[src/rtl/seg7_pkg.sv]
// Shared BCD digit type, active-low 7-segment glyphs ({g,f,e,d,c,b,a}) and decode helper
// for the BCD scan counter.
package seg7_pkg;

    typedef logic [3:0] bcd_t;

    localparam logic [6:0] SEG_0     = 7'b1000000;
    localparam logic [6:0] SEG_1     = 7'b1111001;
    localparam logic [6:0] SEG_2     = 7'b0100100;
    localparam logic [6:0] SEG_3     = 7'b0110000;
    localparam logic [6:0] SEG_4     = 7'b0011001;
    localparam logic [6:0] SEG_5     = 7'b0010010;
    localparam logic [6:0] SEG_6     = 7'b0000010;
    localparam logic [6:0] SEG_7     = 7'b1111000;
    localparam logic [6:0] SEG_8     = 7'b0000000;
    localparam logic [6:0] SEG_9     = 7'b0010000;
    localparam logic [6:0] SEG_BLANK = 7'b1111111;

    localparam bcd_t BCD_MAX = 4'd9;

    function automatic logic [6:0] seg_decode(input bcd_t d);
        logic [6:0] s;
        case (d)
            4'd0:    s = SEG_0;
            4'd1:    s = SEG_1;
            4'd2:    s = SEG_2;
            4'd3:    s = SEG_3;
            4'd4:    s = SEG_4;
            4'd5:    s = SEG_5;
            4'd6:    s = SEG_6;
            4'd7:    s = SEG_7;
            4'd8:    s = SEG_8;
            4'd9:    s = SEG_9;
            default: s = SEG_BLANK;
        endcase
        return s;
    endfunction

    // Width of the scan index; never below one bit.
    function automatic int idx_width(input int n);
        return (n > 1) ? $clog2(n) : 1;
    endfunction

endpackage

[src/rtl/bcd_scan_counter_if.sv]
// Control inputs and display/count outputs of the BCD scan counter, bundled with
// master (switches/buttons side) and slave (counter side) modports.
interface bcd_scan_counter_if #(
    parameter int NUM_DIGITS = 4
);
    import seg7_pkg::*;

    localparam int YW = idx_width(NUM_DIGITS);

    logic                      counten;
    logic                      up;
    logic                      clear;
    logic [4*NUM_DIGITS-1:0]   value;
    logic                      wrap;
    logic [YW-1:0]             Y;
    logic [NUM_DIGITS-1:0]     an;
    logic [6:0]                seg;

    modport master (
        output counten, up, clear,
        input  value, wrap, Y, an, seg
    );

    modport slave (
        input  counten, up, clear,
        output value, wrap, Y, an, seg
    );

endinterface

[src/rtl/bcd_digit.sv]
// One BCD decade: increments with carry-out at 9, decrements with borrow-out at 0,
// synchronous clear has priority.
module bcd_digit
    import seg7_pkg::*;
(
    input  logic clk,
    input  logic rst,
    input  logic inc_i,
    input  logic dec_i,
    input  logic clr_i,
    output bcd_t digit_o,
    output logic carry_o,
    output logic borrow_o
);

    bcd_t digit_q;
    bcd_t digit_d;

    always_comb begin
        digit_d = digit_q;
        if (clr_i) begin
            digit_d = '0;
        end else if (inc_i) begin
            digit_d = (digit_q >= BCD_MAX) ? 4'd0 : digit_q + 4'd1;
        end else if (dec_i) begin
            digit_d = (digit_q == 4'd0) ? BCD_MAX : digit_q - 4'd1;
        end
    end

    always_ff @(posedge clk) begin
        if (rst) begin
            digit_q <= '0;
        end else begin
            digit_q <= digit_d;
        end
    end

    assign digit_o  = digit_q;
    assign carry_o  = inc_i && (digit_q == BCD_MAX);
    assign borrow_o = dec_i && (digit_q == 4'd0);

endmodule

[src/rtl/bcd_scan_counter.sv]
// N-digit BCD up/down counter with multiplexed active-low 7-segment scan outputs.
// Optional build macro LEADING_ZERO_BLANK_EN blanks leading zero digits above digit 0.
module bcd_scan_counter
    import seg7_pkg::*;
#(
    parameter int NUM_DIGITS  = 4,
    parameter int COUNT_DIV   = 26,
    parameter int REFRESH_DIV = 17
) (
    input  logic                   clk,
    input  logic                   rst,
    bcd_scan_counter_if.slave      bus
);

    localparam int            YW     = idx_width(NUM_DIGITS);
    localparam logic [YW-1:0] Y_LAST = YW'(NUM_DIGITS - 1);

    logic [COUNT_DIV-1:0]   cpre_q, cpre_d;
    logic [REFRESH_DIV-1:0] rpre_q, rpre_d;
    logic [YW-1:0]          y_q, y_d;
    logic                   wrap_q, wrap_d;
    logic [NUM_DIGITS-1:0]  an_q, an_d;
    logic [6:0]             seg_q, seg_d;

    logic                   step;
    logic [NUM_DIGITS:0]    inc_c;
    logic [NUM_DIGITS:0]    dec_c;
    bcd_t                   digit_w [NUM_DIGITS];
    bcd_t                   cur_digit;
    logic                   blank;

    assign step     = bus.counten && (&cpre_q);
    assign inc_c[0] = step && bus.up;
    assign dec_c[0] = step && !bus.up;

    always_comb begin
        cpre_d = cpre_q;
        if (bus.clear) begin
            cpre_d = '0;
        end else if (bus.counten) begin
            cpre_d = cpre_q + COUNT_DIV'(1);
        end
    end

    // Each decade steps only when every lower decade rolls over.
    for (genvar k = 0; k < NUM_DIGITS; k++) begin : g_digit
        bcd_digit u_digit (
            .clk      (clk),
            .rst      (rst),
            .inc_i    (inc_c[k]),
            .dec_i    (dec_c[k]),
            .clr_i    (bus.clear),
            .digit_o  (digit_w[k]),
            .carry_o  (inc_c[k+1]),
            .borrow_o (dec_c[k+1])
        );
    end

    assign wrap_d = (inc_c[NUM_DIGITS] || dec_c[NUM_DIGITS]) && !bus.clear;

    always_comb begin
        bus.value = '0;
        for (int k = 0; k < NUM_DIGITS; k++) begin
            bus.value[4*k +: 4] = digit_w[k];
        end
    end

    always_comb begin
        rpre_d = rpre_q + REFRESH_DIV'(1);
        y_d    = y_q;
        if (&rpre_q) begin
            y_d = (y_q >= Y_LAST) ? '0 : y_q + YW'(1);
        end
    end

    always_comb begin
        cur_digit = '0;
        for (int k = 0; k < NUM_DIGITS; k++) begin
            if (y_q == YW'(k)) begin
                cur_digit = digit_w[k];
            end
        end
    end

`ifdef LEADING_ZERO_BLANK_EN
    logic [NUM_DIGITS-1:0] hi_zero;

    // hi_zero[k]: digit k and every digit above it are zero.
    always_comb begin
        logic acc;
        acc     = 1'b1;
        hi_zero = '0;
        for (int k = NUM_DIGITS - 1; k >= 0; k--) begin
            acc        = acc && (digit_w[k] == 4'd0);
            hi_zero[k] = acc;
        end
    end

    always_comb begin
        blank = 1'b0;
        for (int k = 1; k < NUM_DIGITS; k++) begin
            if (y_q == YW'(k)) begin
                blank = hi_zero[k];
            end
        end
    end
`else
    assign blank = 1'b0;
`endif

    assign an_d  = ~(NUM_DIGITS'(1) << y_q);
    assign seg_d = blank ? SEG_BLANK : seg_decode(cur_digit);

    always_ff @(posedge clk) begin
        if (rst) begin
            cpre_q <= '0;
            rpre_q <= '0;
            y_q    <= '0;
            wrap_q <= 1'b0;
            an_q   <= ~NUM_DIGITS'(1);
            seg_q  <= SEG_0;
        end else begin
            cpre_q <= cpre_d;
            rpre_q <= rpre_d;
            y_q    <= y_d;
            wrap_q <= wrap_d;
            an_q   <= an_d;
            seg_q  <= seg_d;
        end
    end

    assign bus.wrap = wrap_q;
    assign bus.Y    = y_q;
    assign bus.an   = an_q;
    assign bus.seg  = seg_q;

endmodule

[src/flat_wrapper.sv]
// flat-port wrapper written by rule: the top's interface ports become plain ports
module bcd_scan_counter_flat import seg7_pkg::*;
#(
    parameter int NUM_DIGITS  = 4,
    parameter int COUNT_DIV   = 26,
    parameter int REFRESH_DIV = 17
)
  (clk, rst, bus_counten, bus_up, bus_clear, bus_value, bus_wrap, bus_Y, bus_an, bus_seg);
  bcd_scan_counter_if #(.NUM_DIGITS(NUM_DIGITS)) bus_i ();
  input  logic clk;
  input  logic rst;
  input wire logic [$bits(bus_i.counten)-1:0] bus_counten;
  input wire logic [$bits(bus_i.up)-1:0] bus_up;
  input wire logic [$bits(bus_i.clear)-1:0] bus_clear;
  output wire logic [$bits(bus_i.value)-1:0] bus_value;
  output wire logic [$bits(bus_i.wrap)-1:0] bus_wrap;
  output wire logic [$bits(bus_i.Y)-1:0] bus_Y;
  output wire logic [$bits(bus_i.an)-1:0] bus_an;
  output wire logic [$bits(bus_i.seg)-1:0] bus_seg;
  assign bus_i.counten = bus_counten;
  assign bus_i.up = bus_up;
  assign bus_i.clear = bus_clear;
  assign bus_value = bus_i.value;
  assign bus_wrap = bus_i.wrap;
  assign bus_Y = bus_i.Y;
  assign bus_an = bus_i.an;
  assign bus_seg = bus_i.seg;
  bcd_scan_counter #(.NUM_DIGITS(NUM_DIGITS), .COUNT_DIV(COUNT_DIV), .REFRESH_DIV(REFRESH_DIV)) u_core (.clk(clk), .rst(rst), .bus(bus_i));
endmodule
[config.mk]
export PLATFORM = sky130hd
export DESIGN_NAME = bcd_scan_counter_flat
export DESIGN_NICKNAME = d
export VERILOG_FILES = /design/src/rtl/seg7_pkg.sv /design/src/rtl/bcd_scan_counter_if.sv /design/src/rtl/bcd_digit.sv /design/src/rtl/bcd_scan_counter.sv /design/src/flat_wrapper.sv
export SDC_FILE = /design/constraint.sdc
export NUM_CORES = 1
export LEC_CHECK = 0
export ABC_AREA = 1
export CAP_MARGIN = 20
export CORE_MARGIN = 2
export CORE_UTILIZATION = 30
export CTS_CLUSTER_DIAMETER = 120
export CTS_CLUSTER_SIZE = 8
export DETAILED_ROUTE_END_ITERATION = 8
export HOLD_SLACK_MARGIN = 0.12
export SLEW_MARGIN = 20
export SYNTH_ARGS = -nofsm -noshare
export SYNTH_HDL_FRONTEND = slang
export SYNTH_SLANG_ARGS = --single-unit
[constraint.sdc]
create_clock -name clk -period 2.05 [get_ports clk]
set_input_delay 0.615 -clock clk [delete_from_list [all_inputs] [get_ports clk]]
set_output_delay 0.615 -clock clk [all_outputs]
set_load 0.03 [all_outputs]
==> results of run 1 <==
[flip-flops by register name, indices dropped and copies added (netlist names)]
signal                          flops
u_core.g_digit.u_digit.digit_o     16
u_core.bus.wrap                     1
u_core.bus.an                       4
u_core.cpre_q                      26
u_core.rpre_q                      17
u_core.bus.Y                        2
u_core.bus.seg                      7
[logic make-up (layout without fill, tap and decap cells)]
group	after synthesis	after routing
buffers and inverters	103	187
DFF	73	73
AOI/OAI and AO/OA	122	122
and+or+nand+nor	277	277
xor gates and xnor gates	12	12
adders and majority gates	24	24
[synth_stat cells (all sizes together) (4+ instances only)]
cell	n
xor2	9
nand2	106
nand3	34
nor3	24
nor2	88
buf	4
nand4	14
inv	91
dfxtp	73
ha	24
a21oi	54
nor4	4
o21ai	55
clkbuf	7
[through the flow]
step	total power, mW	TNS, ns
3_5_place_dp	1.55	-5.36
4_1_cts	3.05	0
3_3_place_gp	1.55	-5.33
6_report	3.01	0
5_1_grt	3.13	-0.150
2_1_floorplan	1.50	0
[layer usage]
layer | share of wire (%) | wire (um) | up-vias
met5 | 0 | 0 | -
met4 | 1.1 | 115 | 0
met3 | 3.6 | 368 | 8
met2 | 44 | 4460 | 45
met1 | 51 | 5210 | 1803
li1 | - | - | 2165
[worst paths after layout]
check,to,slack (ns),startpoint
max,bus_an[0],0.07,u_core.bus.an[0]
min,u_core.cpre_q[17],0.47,u_core.cpre_q[17]
max reg2reg,u_core.bus.Y[1],0.08,u_core.rpre_q[0]
min reg2reg,u_core.cpre_q[17],0.47,u_core.cpre_q[17]
[power by group]
part | switching [mW] | leakage, nW | total, mW | internal (mW)
registers | 0.00630 | 0.591 | 1.43 | 1.43
clock network | 0.663 | 0.132 | 1.49 | 0.827
logic | 0.0511 | 1.54 | 0.0917 | 0.0406
total | 0.720 | 2.26 | 3.01 | 2.29
[area by class of cell]
class | count | area share (%)
flip-flops and latches | 73 | 26.5
clock buffers | 9 | 4.06
multi-input cells | 435 | 45.5
clock inverters | 7 | 0.993
inverters | 92 | 6.27
well taps | 180 | 4.06
repair buffers | 79 | 12.6
[timing repair]
action / 4_1_cts / 5_1_grt
gates cloned: 0 / 0
setup endpoints to repair: 12 / 26
hold buffers: 0 / 0
buffers inserted: 0 / 5
pin swaps: 0 / 13
resized for setup: 11 / 31
==> summary.txt, run 1 <==
Critical path
  – CP Depth: 1
  – CP delay by family, top: buffers and inverters
  – Cell depth of the worst flop-to-flop path: 11
  – Worst Setup Path Type: reg2out
  – CP max stage cell: clkdlybuf4s50_1
  – Critical Path RT: 1.43 ns
  – Critical path endpoint category: primary output
  – CP startpoint kind: flop
  – Buf+Inv Stages, Crit Path: 1
  – CP peak stage delay: just under 0.7 ns
  – CP Data Arrival Time: 1.37 ns
  – Worst-path cell chain: clkdlybuf4s50_1
  – Worst-path fanout max: 1

Global route
  – Met1 GRT Util: 19.4%
  – Total GRT Usage: between 10% and 20%
  – GR Overflow Total: 0
  – Met2 usage: 21.0%
  – Initial antenna violation count: 0
  – Most used routing layer: met2
  – First-pass GRT wire length: 16,900 um
  – Largest net degree at the start of global routing: 27
  – Vias in the first global route: 3,680
  – Met3 Usage GRT: 4.11%

Detailed routing
  – Final WL: 10,200 um
  – ANT nets after route: 0
  – Vias: approximately 4,000
  – Avg WL per Cell: between 10 and 15 um
  – Initial DRC count: 234
  – Initial DRT Pass Iterations: 4
  – Post-route DRC: 0
  – Avg Vias per Cell: around 4.6

Worst hold path
  – Hold Path Class: reg2reg
  – Hold Path Depth: 2

Yosys
  – Synth top area share: 34.2%
  – Post-synthesis async set-or-reset flop share: 0%
  – Synth Instances: 611
  – Fraction of synthesized area in multiplexers: 0%
  – Main combinational cell family by area after synthesis: simple AND/OR/NAND/NOR gates
  – Synth Area in Simple Gates: 31.7%
  – Seq cells post-synth: 73
  – Synth Area in XOR/XNOR: approximately 2.5%
  – Yosys top cell by area: dfxtp_1
  – Mapped Area: 0.00427 mm2
  – Dominant register cell in the synthesized netlist: dfxtp_1
  – Adder-Cell Fraction of Synth Area: 7.03%
  – Synth area leaders: dfxtp_1 34%, nand2_1 8.3%, inv_1 7.2%
  – Seq/Total Area, Yosys: 34.2%
  – Count of cell types in the netlist: 43
  – Post-synthesis compound-gate area fraction: between 10% and 20%
  – Post-Syn Nets: 640
  – Yosys Warn Count: 0
  – Avg Cell Area, Syn: approximately 7 um2
  – Post-synth EDFFs: 0

Pwr
  – PwrDens: 543 mW/mm2
  – Peak supply drop: 0.325 mV
  – Leak: ~2.3 nW

Floorplan
  – Effective utilization at floorplan: 30.8%
  – Die height: 123 um
  – Area of the die: 0.0152 mm2
  – I/O pins: 35
  – Die width: 123 um
  – Core area: approximately 0.014 mm2
  – # rows: 43

STA
  – Slew headroom: 72.7%
  – Unrepaired setup endpoints after global routing: yes
  – Crit path time final: 1.98 ns
  – Slew Limit Fails: 0
  – Worst-margin pin slew: 0.408 ns
  – Hold Violations, Final: 0
  – Final worst path period share: 96.8%
  – Fin Clk Skew: 0.0133 ns
  – Fmax: approximately 500 MHz
  – Final hold slack: 0.466 ns
  – Final WS setup: 0.0651 ns
  – Final Setup Violations: 0

Cells and area
  – Final Non-Filler Cells: 875
  – Ratio of cells with drive above 1 in the final layout: 19.4%
  – Area of the multi-input gates: 0.00253 mm2
  – Final #Nets: 719
  – Most frequent cells in the layout: 93 x nand2_1, 79 x inv_1, 69 x nor2_1
  – Post-layout util: 40.0%
  – Commonest non-fill, non-tap cell in the layout: nand2_1
  – Final Cell Area: 0.00555 mm2
  – ANT cells: 0
  – Area Overhead vs Synth: 29.8%
  – Register area: 0.00147 mm2
  – Fill count: 1,467

Clock tree
  – TritonCTS buffer count: 9
  – Clock Sinks: 73
  – CTS tree: yes
  – Root buf cell: clkbuf_16
  – Worst-path clk slew: 0.06 ns
  – Htree depth: 3
  – Longest Clk Path Bufs: 2
  – Worst-Skew Late Latency: 0.35 ns

Status
  – Status: complete, no violations

Place
  – Setup WS pre-CTS: -0.298 ns
  – Routability cong.: ~0.9
  – Number of instances in the placed design: 854
  – IO buf count: 34
  – Placed cell areas: 0.00513 mm2
  – Dpl hpwl: 7630 um

Run
  – Max_cap viols: 0
Power figures use the tool's default switching activity.
==> run 2, diff against run 1 <==
CTS_CLUSTER_DIAMETER = 200   (was 120)
PLACE_DENSITY = 0.47   (was not set)
SLEW_MARGIN = 15   (was 20)
==> summary.txt, run 2 (synthesized netlist as in run 1, its figures left out) <==
Clock tree
  – Longest Clk Path Bufs: 2 (unchanged)
  – Clock Sinks: 73 (unchanged)
  – CTS tree: yes
  – Worst-Skew Late Latency: 0.34 ns (about the same)
  – Root buf cell: clkbuf_16
  – TritonCTS buffer count: 9 (unchanged)
  – Htree depth: 3 (unchanged)
  – Worst-path clk slew: 0.06 ns (about the same)
  – Hold-fix buffer count after cts: 0 (unchanged)

Critical path
  – Critical path endpoint category: primary output
  – Worst Setup Path Type: reg2out
  – CP delay by family, top: buffers and inverters
  – Worst-path cell chain: clkdlybuf4s50_1
  – Worst-path fanout max: 1 (unchanged)
  – Critical Path RT: 1.43 ns (about the same)
  – Buf+Inv Stages, Crit Path: 1 (unchanged)
  – CP startpoint kind: flop
  – CP peak stage delay: 0.69 ns (about the same)
  – CP max stage cell: clkdlybuf4s50_1
  – CP Data Arrival Time: 1.35 ns (-0.02 ns)

Cells and area
  – ANT cells: 0 (unchanged)
  – Final #Nets: 724 (+0.70%)
  – Biggest register: u_core.cpre_q
  – Largest register FFs: 26 (unchanged)
  – Final Non-Filler Cells: 880 (+0.57%)
  – Commonest non-fill, non-tap cell in the layout: nand2_1
  – Area Overhead vs Synth: 32.7%
  – Most frequent cells in the layout: 94 x nand2_1, 78 x inv_1, 71 x nor2_1
  – Final Cell Area: 0.00567 mm2 (+2.3%)
  – Ratio of cells with drive above 1 in the final layout: 20.3% (+0.86 points)
  – Fill count: 1,456 (-0.75%)

STA
  – Hold Violations, Final: 0 (unchanged)
  – Slew headroom: 67.0% (-5.8 points)
  – Unrepaired setup endpoints after global routing: yes
  – Slew Limit Fails: 0 (unchanged)
  – Setup TNS Final: 0 ns (unchanged)
  – Fin Clk Skew: 0.00713 ns (-0.00616 ns)
  – Crit path time final: 1.97 ns (-0.0157 ns)
  – Worst-margin pin slew: 0.492 ns (+0.0846 ns)
  – Final Setup Violations: 0 (unchanged)
  – Final hold slack: 0.464 ns (-0.00117 ns)
  – Fmax: 508 MHz (+0.80%)
  – Final worst path period share: 96.1% (-0.76 points)

Detailed routing
  – Initial DRT Pass Iterations: 4 (unchanged)
  – Final WL: 10,800 um (+6.8%)
  – Avg Vias per Cell: 4.66 (+1.4%)
  – Initial DRC count: 220 (-6.0%)
  – Post-route DRC: 0 (unchanged)
  – ANT nets after route: 0 (unchanged)
  – Avg WL per Cell: 12.3 um (+6.2%)
  – Vias: 4,102 (+2.0%)

Pwr
  – Peak supply drop: 0.390 mV (+20%)
  – Leak: 2.31 nW (+2.1%)
  – PwrDens: 607 mW/mm2 (+12%)

Global route
  – Total GRT Usage: 15.4% (+1.4 points)
  – Largest net degree at the start of global routing: 27 (unchanged)
  – GR Overflow Total: 0 (unchanged)
  – Vias in the first global route: 3,947 (+7.3%)
  – First-pass GRT wire length: 18,400 um (+9.1%)
  – Initial antenna violation count: 0 (unchanged)

Place
  – Number of instances in the placed design: 855 (+0.12%)
  – Placed cell areas: 0.00511 mm2 (-0.39%)
  – Routability cong.: 0.865 (-2.5%)
  – IO buf count: 34 (unchanged)
  – Dpl hpwl: 8140 um (+6.7%)

Floorplan
  – Die height: 123 um (unchanged)
  – # rows: 43 (unchanged)
  – Effective utilization at floorplan: 30.8% (unchanged)
  – Die width: 123 um (unchanged)
  – Core area: 0.0139 mm2 (unchanged)
  – I/O pins: 35 (unchanged)
  – Area of the die: 0.0152 mm2 (unchanged)

Worst hold path
  – Hold Path Class: reg2reg

Status
  – Status: complete, no violations

Run
  – Max_cap viols: 0 (unchanged)
[run 2: changes by cell type in the layout (fill, tap and decap cells not counted), moves of 3 or more]
| cell | delta |
|---|---|
| buf_4 | +7 |
| bufinv_16 | +3 |
| clkbuf_8 | +3 |
| clkdlybuf4s50_1 | -3 |
| clkinv_4 | -3 |
| dlygate4sd2_1 | +4 |
| ha_4 | +4 |
| nand2_4 | -3 |
| nor2_2 | -3 |
[run 2: tightest hold or removal path, stage by stage (launching register included)]
cell	delay, ns
dfxtp_1	0.31
inv_1	0.05
a21oi_1	0.05
[run 2: worst paths after layout]
kind	slack (ns)	cells after the start	end	startpoint
setup / recovery	0.08	1	bus_seg[5]	u_core.bus.seg[5]
hold / removal	0.46	2	u_core.cpre_q[17]	u_core.cpre_q[17]
setup reg to reg	0.11	11	u_core.bus.Y[1]	u_core.rpre_q[1]
hold reg to reg	0.46	2	u_core.cpre_q[17]	u_core.cpre_q[17]
[run 2: power by group]
group	leakage, nW	internal [mW]	switching [mW]
clock network	0.175	1.29	0.630
logic	1.54	0.0402	0.0520
registers	0.592	1.42	0.00635
total	2.31	2.75	0.688
[run 2: metal layers]
metal  GRT usage (%)  vias to the layer above  part of all wire [%]
li1                -                     2168                     -
met1            19.5                     1882                    49
met2            25.5                       48                    48
met3            3.92                        4                   2.5
met4            4.83                        0                  0.96
met5               0                        -                     0
[run 2: repair_timing]
| item | in CTS | in global routing |
|---|---|---|
| gates resized for setup | 15 | 36 |
| setup endpoints to repair | 16 | 17 |
| gates cloned | 0 | 0 |
| buffers inserted | 0 | 9 |
| pin swaps | 1 | 12 |
[run 2: final cells by class]
cell class	count	area (um2)	share of cell area [%]
tap	180	225	3.97
clock inverter	4	97.6	1.72
clock buffer	12	267	4.70
timing repair buffer	84	704	12.4
multi-input combinational	435	2560	45.1
inverter	92	348	6.13
sequential	73	1470	25.9
[run 2: stage by stage]
| stage | total power [mW] | util, % | worst slack, ns |
|---|---|---|---|
| after CTS | 3.48 | 39.4 | 0.00173 |
| final | 3.44 | 40.9 | 0.0808 |
| after floorplan | 1.50 | - | 0.0273 |
| after global placement | 1.55 | 36.8 | -0.332 |
| after global routing | 3.58 | 40.9 | -0.0486 |
| after detailed placement | 1.55 | 36.8 | -0.359 |
==> run 3, diff against run 2 <==
GPL_TIMING_DRIVEN = 0   (was not set)
==> summary.txt, run 3 (synthesized netlist as in run 1, its figures left out) <==
Status
  – Status: complete, no violations

Critical path
  – CP startpoint kind: flop
  – CP max stage cell: clkdlybuf4s50_1
  – CP Data Arrival Time: 1.39 ns (+0.04 ns)
  – Buf+Inv Stages, Crit Path: 1 (unchanged)
  – CP delay by family, top: buffers and inverters
  – Worst-path fanout max: 4 (+3)
  – Critical path endpoint category: primary output
  – Worst Setup Path Type: reg2out
  – CP peak stage delay: 0.68 ns (about the same)
  – Critical Path RT: 1.43 ns (about the same)
  – Worst-path cell chain: clkdlybuf4s50_1

Pwr
  – Leak: 2.08 nW (-10%)
  – Combinational power share: 2.5% (-0.2 points)
  – PwrDens: 563 mW/mm2 (-7.1%)
  – Final Power: 3.00 mW (-13%)
  – Switching pwr: 0.670 mW (-2.6%)
  – Pint: 2.33 mW (-15%)
  – Sw Ratio: 22.4% (+2.4 points)
  – Clock network power share: 49.9% (-5.9 points)
  – Peak supply drop: 0.388 mV (-0.53%)
  – Flop pwr share: 47.6% (+6.0 points)

Clock tree
  – Worst-path clk slew: 0.06 ns (about the same)
  – Htree depth: 3 (unchanged)
  – Clock Sinks: 73 (unchanged)
  – Longest Clk Path Bufs: 2 (unchanged)
  – Root buf cell: clkbuf_16
  – Hold-fix buffer count after cts: 0 (unchanged)
  – CTS tree: yes
  – TritonCTS buffer count: 9 (unchanged)
  – Worst-Skew Late Latency: 0.34 ns (about the same)

STA
  – Unrepaired setup endpoints after global routing: yes
  – Fmax: 498 MHz (-2.0%)
  – Final WS setup: 0.0405 ns (-0.0402 ns)
  – Setup TNS Final: 0 ns (unchanged)
  – Crit path time final: 2.01 ns (+0.0402 ns)
  – Slew headroom: 52.6% (-14 points)
  – Final worst path period share: 98.0% (+2.0 points)
  – Slew Limit Fails: 0 (unchanged)
  – Fin Clk Skew: 0.00677 ns (-0.000360 ns)
  – Final Setup Violations: 0 (unchanged)
  – Hold Violations, Final: 0 (unchanged)
  – Worst-margin pin slew: 0.711 ns (+0.219 ns)

Global route
  – GR Overflow Total: 0 (unchanged)
  – Initial antenna violation count: 0 (unchanged)
  – Vias in the first global route: 3,838 (-2.8%)
  – First-pass GRT wire length: 18,100 um (-1.8%)
  – Largest net degree at the start of global routing: 12 (-56%)
  – Total GRT Usage: 15.1% (-0.23 points)

Detailed routing
  – Initial DRC count: 176 (-20%)
  – Final WL: 10,700 um (-0.89%)
  – Avg Vias per Cell: 4.73 (+1.4%)
  – Avg WL per Cell: 12.6 um (+2.6%)
  – Vias: 4,017 (-2.1%)
  – Post-route DRC: 0 (unchanged)
  – ANT nets after route: 0 (unchanged)
  – Initial DRT Pass Iterations: 4 (unchanged)

Cells and area
  – Biggest register: u_core.cpre_q
  – Post-layout util: 38.4% (-2.5 points)
  – Ratio of cells with drive above 1 in the final layout: 15.7% (-4.6 points)
  – ANT cells: 0 (unchanged)
  – Final #Nets: 694 (-4.1%)
  – Most frequent cells in the layout: 94 x nand2_1, 77 x inv_1, 68 x nor2_1
  – Area Overhead vs Synth: 24.6%
  – Largest register FFs: 26 (unchanged)
  – Commonest non-fill, non-tap cell in the layout: nand2_1
  – Fill count: 1,463 (+0.48%)

Floorplan
  – I/O pins: 35 (unchanged)
  – Effective utilization at floorplan: 30.8% (unchanged)
  – Die width: 123 um (unchanged)
  – Area of the die: 0.0152 mm2 (unchanged)
  – Die height: 123 um (unchanged)
  – Core area: 0.0139 mm2 (unchanged)
  – # rows: 43 (unchanged)

Worst hold path
  – Hold Path Class: reg2reg

Place
  – Setup WS pre-CTS: -0.819 ns (-0.461 ns)
  – IO buf count: 33 (-2.9%)
  – Dpl hpwl: 8010 um (-1.6%)
  – Routability cong.: 0.876 (+1.3%)

Run
  – Max_cap viols: 0 (unchanged)
[run 3: through the flow]
step | hold slack (ns) | std cells | instance area (um2)
floorplan | 0.418 | 611 | 4280
global placement | 0.429 | 824 | 4840
detailed placement | 0.444 | 824 | 4840
CTS | 0.453 | 843 | 5150
global route | 0.462 | 850 | 5320
finish | 0.445 | 850 | 5320
[run 3: timing repair]
action | 4_1_cts | 5_1_grt
pin swaps | 8 | 3
endpoints found under the setup margin | 58 | 19
endpoints found under the hold margin | 0 | 0
setup buffers | 4 | 7
resized for setup | 22 | 34
[run 3: final timing paths]
kind | startpoint | to | cells past startpoint | slack [ns]
worst max-delay path | u_core.bus.Y[1] | bus_Y[1] | 1 | 0.04
worst min-delay path | u_core.rpre_q[0] | u_core.rpre_q[0] | 1 | 0.44
worst max register to register | u_core.bus.Y[0] | u_core.bus.seg[5] | 12 | 0.13
worst min register to register | u_core.rpre_q[0] | u_core.rpre_q[0] | 1 | 0.44
[run 3: power groups by stage]
stage	combinational, mW	sequential, mW	clock (mW)
2_1_floorplan	0.0420	1.46	0
3_3_place_gp	0.0700	1.46	0
3_5_place_dp	0.0711	1.46	0
4_1_cts	0.0728	1.43	1.55
6_report	0.0737	1.43	1.50
5_1_grt	0.0845	1.43	1.60
[run 3: routing by layer]
metal / routed length (um) / GRT usage, % / vias up / share of wire (%)
li1: - / - / 2105 / -
met1: 5250 / 19.5 / 1835 / 49
met2: 5010 / 25.2 / 68 / 47
met3: 342 / 2.86 / 9 / 3.2
met4: 142 / 5.40 / 0 / 1.3
met5: 0 / 0 / - / 0
[run 3: cell type report]
class | count | area, um2 | share of cell area [%]
timing repair buffer | 44 | 398 | 7.47
sequential | 73 | 1480 | 27.7
buffer | 10 | 40.0 | 0.752
tap | 180 | 225 | 4.23
inverter | 92 | 349 | 6.56
clock buffer | 14 | 264 | 4.96
multi-input combinational | 435 | 2560 | 48.1
clock inverter | 2 | 12.5 | 0.235
==> edit 1, RTL diff (settings of run 3) <==
`REFRESH_DIV` is set to 17 in 2 places; all go to 34.
--- a/src/rtl/bcd_scan_counter.sv
+++ b/src/rtl/bcd_scan_counter.sv
@@ -7,3 +7,3 @@
     parameter int COUNT_DIV   = 26,
-    parameter int REFRESH_DIV = 17
+    parameter int REFRESH_DIV = 34
 ) (
--- a/src/flat_wrapper.sv
+++ b/src/flat_wrapper.sv
@@ -5,3 +5,3 @@
     parameter int COUNT_DIV   = 26,
-    parameter int REFRESH_DIV = 17
+    parameter int REFRESH_DIV = 34
 )
Behaviour: same outputs for any inputs over 10 cycles, from zero or initial values and one cycle with rst high; that may be too few to reach the edited logic, so the function may still have changed.
==> edit 1 against run 3 <==
  * Core utilization decreased by 1.7 points
  * Worst setup slack better by 0.025 ns
  * Area after synthesis rose by 23%
  * Non-clock buffer count is 2 lower
  * Final area increased by 19%
  * Worst hold slack improved by 0.0076 ns
  * Clock power is 18% higher
  * Clock skew grew 0.00084 ns
  * Routed wire length up 19%
  * Critical path depth unchanged
  * First-iteration DRC count increased by 13%
  * Power grew 20%
  * Sequential cell count is 17 higher
==> edit 1: results (changes against run 3) <==
| Metric | Value |
|---|---|
| Nets | `837 (+21%)` |
| GR Util met1 | `0.204 (+0.00894)` |
| N_diodes | `0 (unchanged)` |
| Status | `finished, final reports clean` |
| Largest register FFs | `34 (+31%)` |
| Leakage power | `2.45 nW (+18%)` |
| Number of fill cells | `1852 (+27%)` |
| First-pass GRT wire length | `21500 µm (+18%)` |
| Wire length per cell | `12.3 µm (-2.4%)` |
| Final Skew | `0.00761 ns (+0.000841 ns)` |
| GR Util met3 | `0.0287 (+0.000112)` |
| Post-synth top cells | `nand2_1, inv_1, dfxtp_1, nor2_1, a21oi_1` |
| Post-Syn Nets | `787 (+23%)` |
| GPL Wtd Cong | `0.796 (-9.2%)` |
| Clk_lat worst skew | `0.35 ns` |
| Gr usage total | `0.146 (-0.00533)` |
| Crit path DAT | `1.37 ns (-0.02 ns)` |
| Overall via count from detail_route | `4774 (+19%)` |
| Placed inst area | `5880 µm² (+22%)` |
| Met2 Resource Use GR | `0.222 (-0.0304)` |
| Deepest clock path buffer count | `2 (unchanged)` |
| Largest net degree at the start of global routing | `15 (+3)` |
| Reg with most FFs | `u_core.rpre_q` |
| Dpl cells | `1017 (+23%)` |
| Worst VDD drop | `0.380 mV (-2.2%)` |
| Layout cells sized above 1 | `0.128 (-0.0288)` |
| DR vias/cell | `4.60 (-2.7%)` |
| Area contributors post-synth | `dfxtp_1, nand2_1, inv_1` |
| Sequential area share after synthesis | `0.342 (about the same)` |
| Max-slew headroom at the worst pin | `0.602 (+0.0759)` |
| Synth cell types | `47 (+9.3%)` |
| Crit-path max cell delay | `0.68 ns (about the same)` |
| Crit-path max FO | `2 (-2)` |
| Initial DRC count | `199 (+13%)` |
| Vias in the first global route | `4364 (+14%)` |
| Post-DP HPWL | `9750 µm (+22%)` |
| Synthesized instance count | `759 (+24%)` |
## edit 1: area by class of cell
| class | instances | area (µm²) | share of cell area |
|---|---|---|---|
| flip-flops and latches | 90 | 1810 | 0.287 |
| plain buffers | 13 | 73.8 | 0.0117 |
| multi-input cells | 551 | 3090 | 0.488 |
| inverters | 105 | 397 | 0.0627 |
| repair buffers | 39 | 360 | 0.0570 |
| well taps | 225 | 282 | 0.0445 |
| clock buffers | 10 | 229 | 0.0362 |
| clock inverters | 5 | 80.1 | 0.0127 |
## edit 1: stage by stage
step | total power, W | worst slack (ns)
floorplan | 0.00185 | 0.0316
global placement | 0.00188 | -0.422
detailed placement | 0.00188 | -0.413
CTS | 0.00367 | 0.00886
global route | 0.00374 | -0.00123
finish | 0.00361 | 0.0657
## edit 1: what timing repair did
action,CTS,global route
gates cloned,0,0
pin swaps,1,5
buffers inserted,1,5
setup endpoints to repair,38,23
resized for setup,27,28
## edit 1: logic make-up (layout without fill, tap and decap cells)
| kind of cell | after synthesis | in the layout | synth area share |
|---|---|---|---|
| adders and majority gates | 23 | 23 | 0.0547 |
| xor gates and xnor gates | 17 | 17 | 0.0283 |
| buffers and inverters | 118 | 172 | 0.0887 |
| and+or+nand+nor | 374 | 374 | 0.347 |
| DFF | 90 | 90 | 0.342 |
| AOI/OAI and AO/OA | 137 | 137 | 0.139 |
## edit 1: report_power, final
part | internal [W] | switching (W)
combinational | 0.0000264 | 0.0000575
clock | 0.00106 | 0.000710
sequential | 0.00175 | 0.00000471
total | 0.00284 | 0.000772
## edit 1: final timing paths
| check | start | end | slack, ns | cells after the start |
|---|---|---|---|---|
| setup / recovery | u_core.g_digit[0].u_digit.digit_o[2]$_SDFFE_PP0P_ | bus_value[2] | 0.07 | 1 |
| hold / removal | u_core.rpre_q[0]$_SDFF_PP0_ | u_core.rpre_q[0]$_SDFF_PP0_ | 0.45 | 1 |
| setup reg to reg | u_core.bus.Y[0]$_SDFFE_PP0P_ | u_core.bus.seg[3]$_SDFF_PP0_ | 0.15 | 10 |
| hold reg to reg | u_core.rpre_q[0]$_SDFF_PP0_ | u_core.rpre_q[0]$_SDFF_PP0_ | 0.45 | 1 |
## edit 1: layer usage
| layer | wire (µm) | part of all wire | vias to the layer above |
|---|---|---|---|
| met5 | 0 | 0 | - |
| met4 | 255 | 0.020 | 0 |
| met2 | 5430 | 0.42 | 73 |
| li1 | - | - | 2576 |
| met1 | 6680 | 0.52 | 2107 |
| met3 | 442 | 0.035 | 18 |
==> edit 2, RTL diff (config.mk and constraints of run 3) <==
Without the edit above. Make the reset (`rst`) asynchronous in 2 clocked blocks.
--- a/src/rtl/bcd_digit.sv
+++ b/src/rtl/bcd_digit.sv
@@ -29,3 +29,3 @@
 
-    always_ff @(posedge clk) begin
+    always_ff @(posedge clk or posedge rst) begin
         if (rst) begin
--- a/src/rtl/bcd_scan_counter.sv
+++ b/src/rtl/bcd_scan_counter.sv
@@ -113,3 +113,3 @@
 
-    always_ff @(posedge clk) begin
+    always_ff @(posedge clk or posedge rst) begin
         if (rst) begin
Function: no difference found for any inputs over 10 cycles, from zero or initial values and one cycle with rst high; that may be too few to reach the edited logic, so the function may still have changed.
==> edit 2 against run 3 <==
  * Final area up 5.4%
  * Sequential cell count unchanged
  * Count of clock-buffer cells in the layout down 5
  * Worst setup slack better by 0.037 ns
  * Area after synthesis up 4.0%
  * Routed wire length up 1.2%
  * Non-clock buffer count unchanged
  * Fmax up 1.9%
  * Critical path type is now register to register
Power is not compared: it rests on default switching activity, and its combinational part moved more than twofold at a synthesized area within 25%.
==> edit 2: results (changes against run 3) <==
| Metric | Value |
|---|---|
| Dpl cells | `796 (-3.4%)` |
| Worst slack, placed | `-0.784 ns (+0.0353 ns)` |
| Synth cell types | `42 (-2.3%)` |
| Placed inst area | `5060 µm² (+4.6%)` |
| WHS Path Cells | `1 (unchanged)` |
| Hold Startpoint | `u_core.rpre_q[14]$_DFF_PP0_` |
| Async SR Flop Fraction | `1.00 (+1.00)` |
| Routed wire length | `10900 µm (+1.2%)` |
| Non-Filler Instances | `824 (-3.1%)` |
| Post-synth top cells | `nand2_1, inv_1, dfrtp_1, o21ai_0, nor2_1` |
| Area contributors post-synth | `dfrtp_1, nand2_1, inv_1` |
| Crit-path slowest cell | `dfrtp_1` |
| Worst-Margin Slew | `0.721 ns (+0.00979 ns)` |
| # port buffers | `34 (+3.0%)` |
| Hold WS | `0.469 ns (+0.0243 ns)` |
| Crit-path max cell delay | `0.37 ns (-0.31 ns)` |
| Final Skew | `0.00677 ns (+0.00000436 ns)` |
| Initial DRC count | `264 (+50%)` |
| FF-to-FF End | `u_core.g_digit[3].u_digit.digit_o[1]$_DFFE_PP0P_` |
| Crit-path leading delay family | `simple AND/OR/NAND/NOR gates` |
| Gr usage total | `0.142 (-0.00926)` |
| Crit path DAT | `2.26 ns (+0.87 ns)` |
| Worst r2r path cells | `11 (-1)` |
| Post-Syn Nets | `605 (-5.5%)` |
| Reg-to-reg slack, setup | `0.08 ns (-0.05 ns)` |
| Synth warn | `0 (unchanged)` |
| Status | `finished, final reports clean` |
| Vias in the first global route | `3704 (-3.5%)` |
| Hold endpoint | `u_core.rpre_q[14]$_DFF_PP0_` |
| Sequential area share after synthesis | `0.412 (+0.0703)` |
| Largest net degree at the start of global routing | `30 (+18)` |
| RR Startpoint | `u_core.cpre_q[1]$_DFFE_PP0P_` |
| GPL Wtd Cong | `0.856 (-2.3%)` |
| Mean Syn Cell Area | `7.71 µm² (+10%)` |
| DR vias/cell | `4.83 (+2.1%)` |
| First-pass GRT wire length | `18000 µm (-0.46%)` |
| Layout cells sized above 1 | `0.158 (+0.00110)` |
| Nets | `664 (-4.3%)` |
| Post-DP HPWL | `7900 µm (-1.4%)` |
| Crit-path max FO | `7 (+3)` |
## edit 2: cell types whose count changed after synthesis, moves of 11 or more
| cell | before | now |
|---|---|---|
| a21oi_1 | 52 | 32 |
| nand2_1 | 95 | 128 |
| dfrtp_1 | 0 | 69 |
| dfxtp_1 | 73 | 0 |
| o21ai_0 | 43 | 58 |
| nor2_1 | 72 | 40 |
| nand3_1 | 28 | 39 |
## edit 2: worst max path at each step
stage,startpoint,end,slack [ns],cells after the start
after floorplan,u_core.bus.Y[1]$_DFFE_PP0P_,u_core.bus.seg[5]$_DFF_PP0_,0.03,11
after detailed placement,bus_counten,u_core.cpre_q[18]$_DFFE_PP0P_,-0.78,12
after global routing,u_core.cpre_q[1]$_DFFE_PP0P_,u_core.g_digit[3].u_digit.digit_o[1]$_DFFE_PP0P_,-0.07,11
after global placement,bus_counten,u_core.cpre_q[18]$_DFFE_PP0P_,-0.77,12
after CTS,u_core.bus.Y[0]$_DFFE_PP0P_,u_core.bus.seg[5]$_DFF_PP0_,0.007,9
final,u_core.cpre_q[1]$_DFFE_PP0P_,u_core.g_digit[3].u_digit.digit_o[1]$_DFFE_PP0P_,0.08,11
## edit 2: metal layers
| layer | up-vias | wire length [µm] | GRT usage |
|---|---|---|---|
| met5 | - | 0 | 0 |
| met4 | 0 | 150 | 0.0516 |
| met3 | 10 | 375 | 0.0387 |
| met2 | 60 | 4980 | 0.217 |
| met1 | 1894 | 5360 | 0.194 |
| li1 | 2012 | - | - |
## edit 2: area by class of cell
class | instances | area (µm²)
clock inverters | 7 | 78.8
repair buffers | 48 | 440
well taps | 184 | 230
multi-input cells | 411 | 2430
clock buffers | 9 | 225
flip-flops and latches | 73 | 1840
plain buffers | 6 | 33.8
fillers | 1489 | 8870
inverters | 86 | 334
## edit 2: cells by family (layout without fill, tap and decap cells)
| logic type | after synthesis | count (layout) | synth area share |
|---|---|---|---|
| and+or+nand+nor | 258 | 258 | 0.268 |
| AOI/OAI and AO/OA | 112 | 112 | 0.139 |
| buffers and inverters | 92 | 156 | 0.0803 |
| DFF | 73 | 73 | 0.412 |
| adders and majority gates | 24 | 24 | 0.0676 |
| xor gates and xnor gates | 17 | 17 | 0.0335 |
## edit 2: repair_timing
item / 4_1_cts / 5_1_grt
endpoints found under the setup margin: 53 / 24
hold endpoints to repair: 0 / 0
hold buffers: 0 / 0
buffers inserted: 1 / 10
pin swaps: 1 / 18
cloned: 0 / 1
gates resized for setup: 49 / 46
## edit 2: power by group
part | internal [W] | switching (W) | total (W)
Clock | 0.000955 | 0.000669 | 0.00162
Sequential | 0.00146 | 0.0000267 | 0.00148
Combinational | 0.0000820 | 0.000181 | 0.000263
Total | 0.00249 | 0.000877 | 0.00337
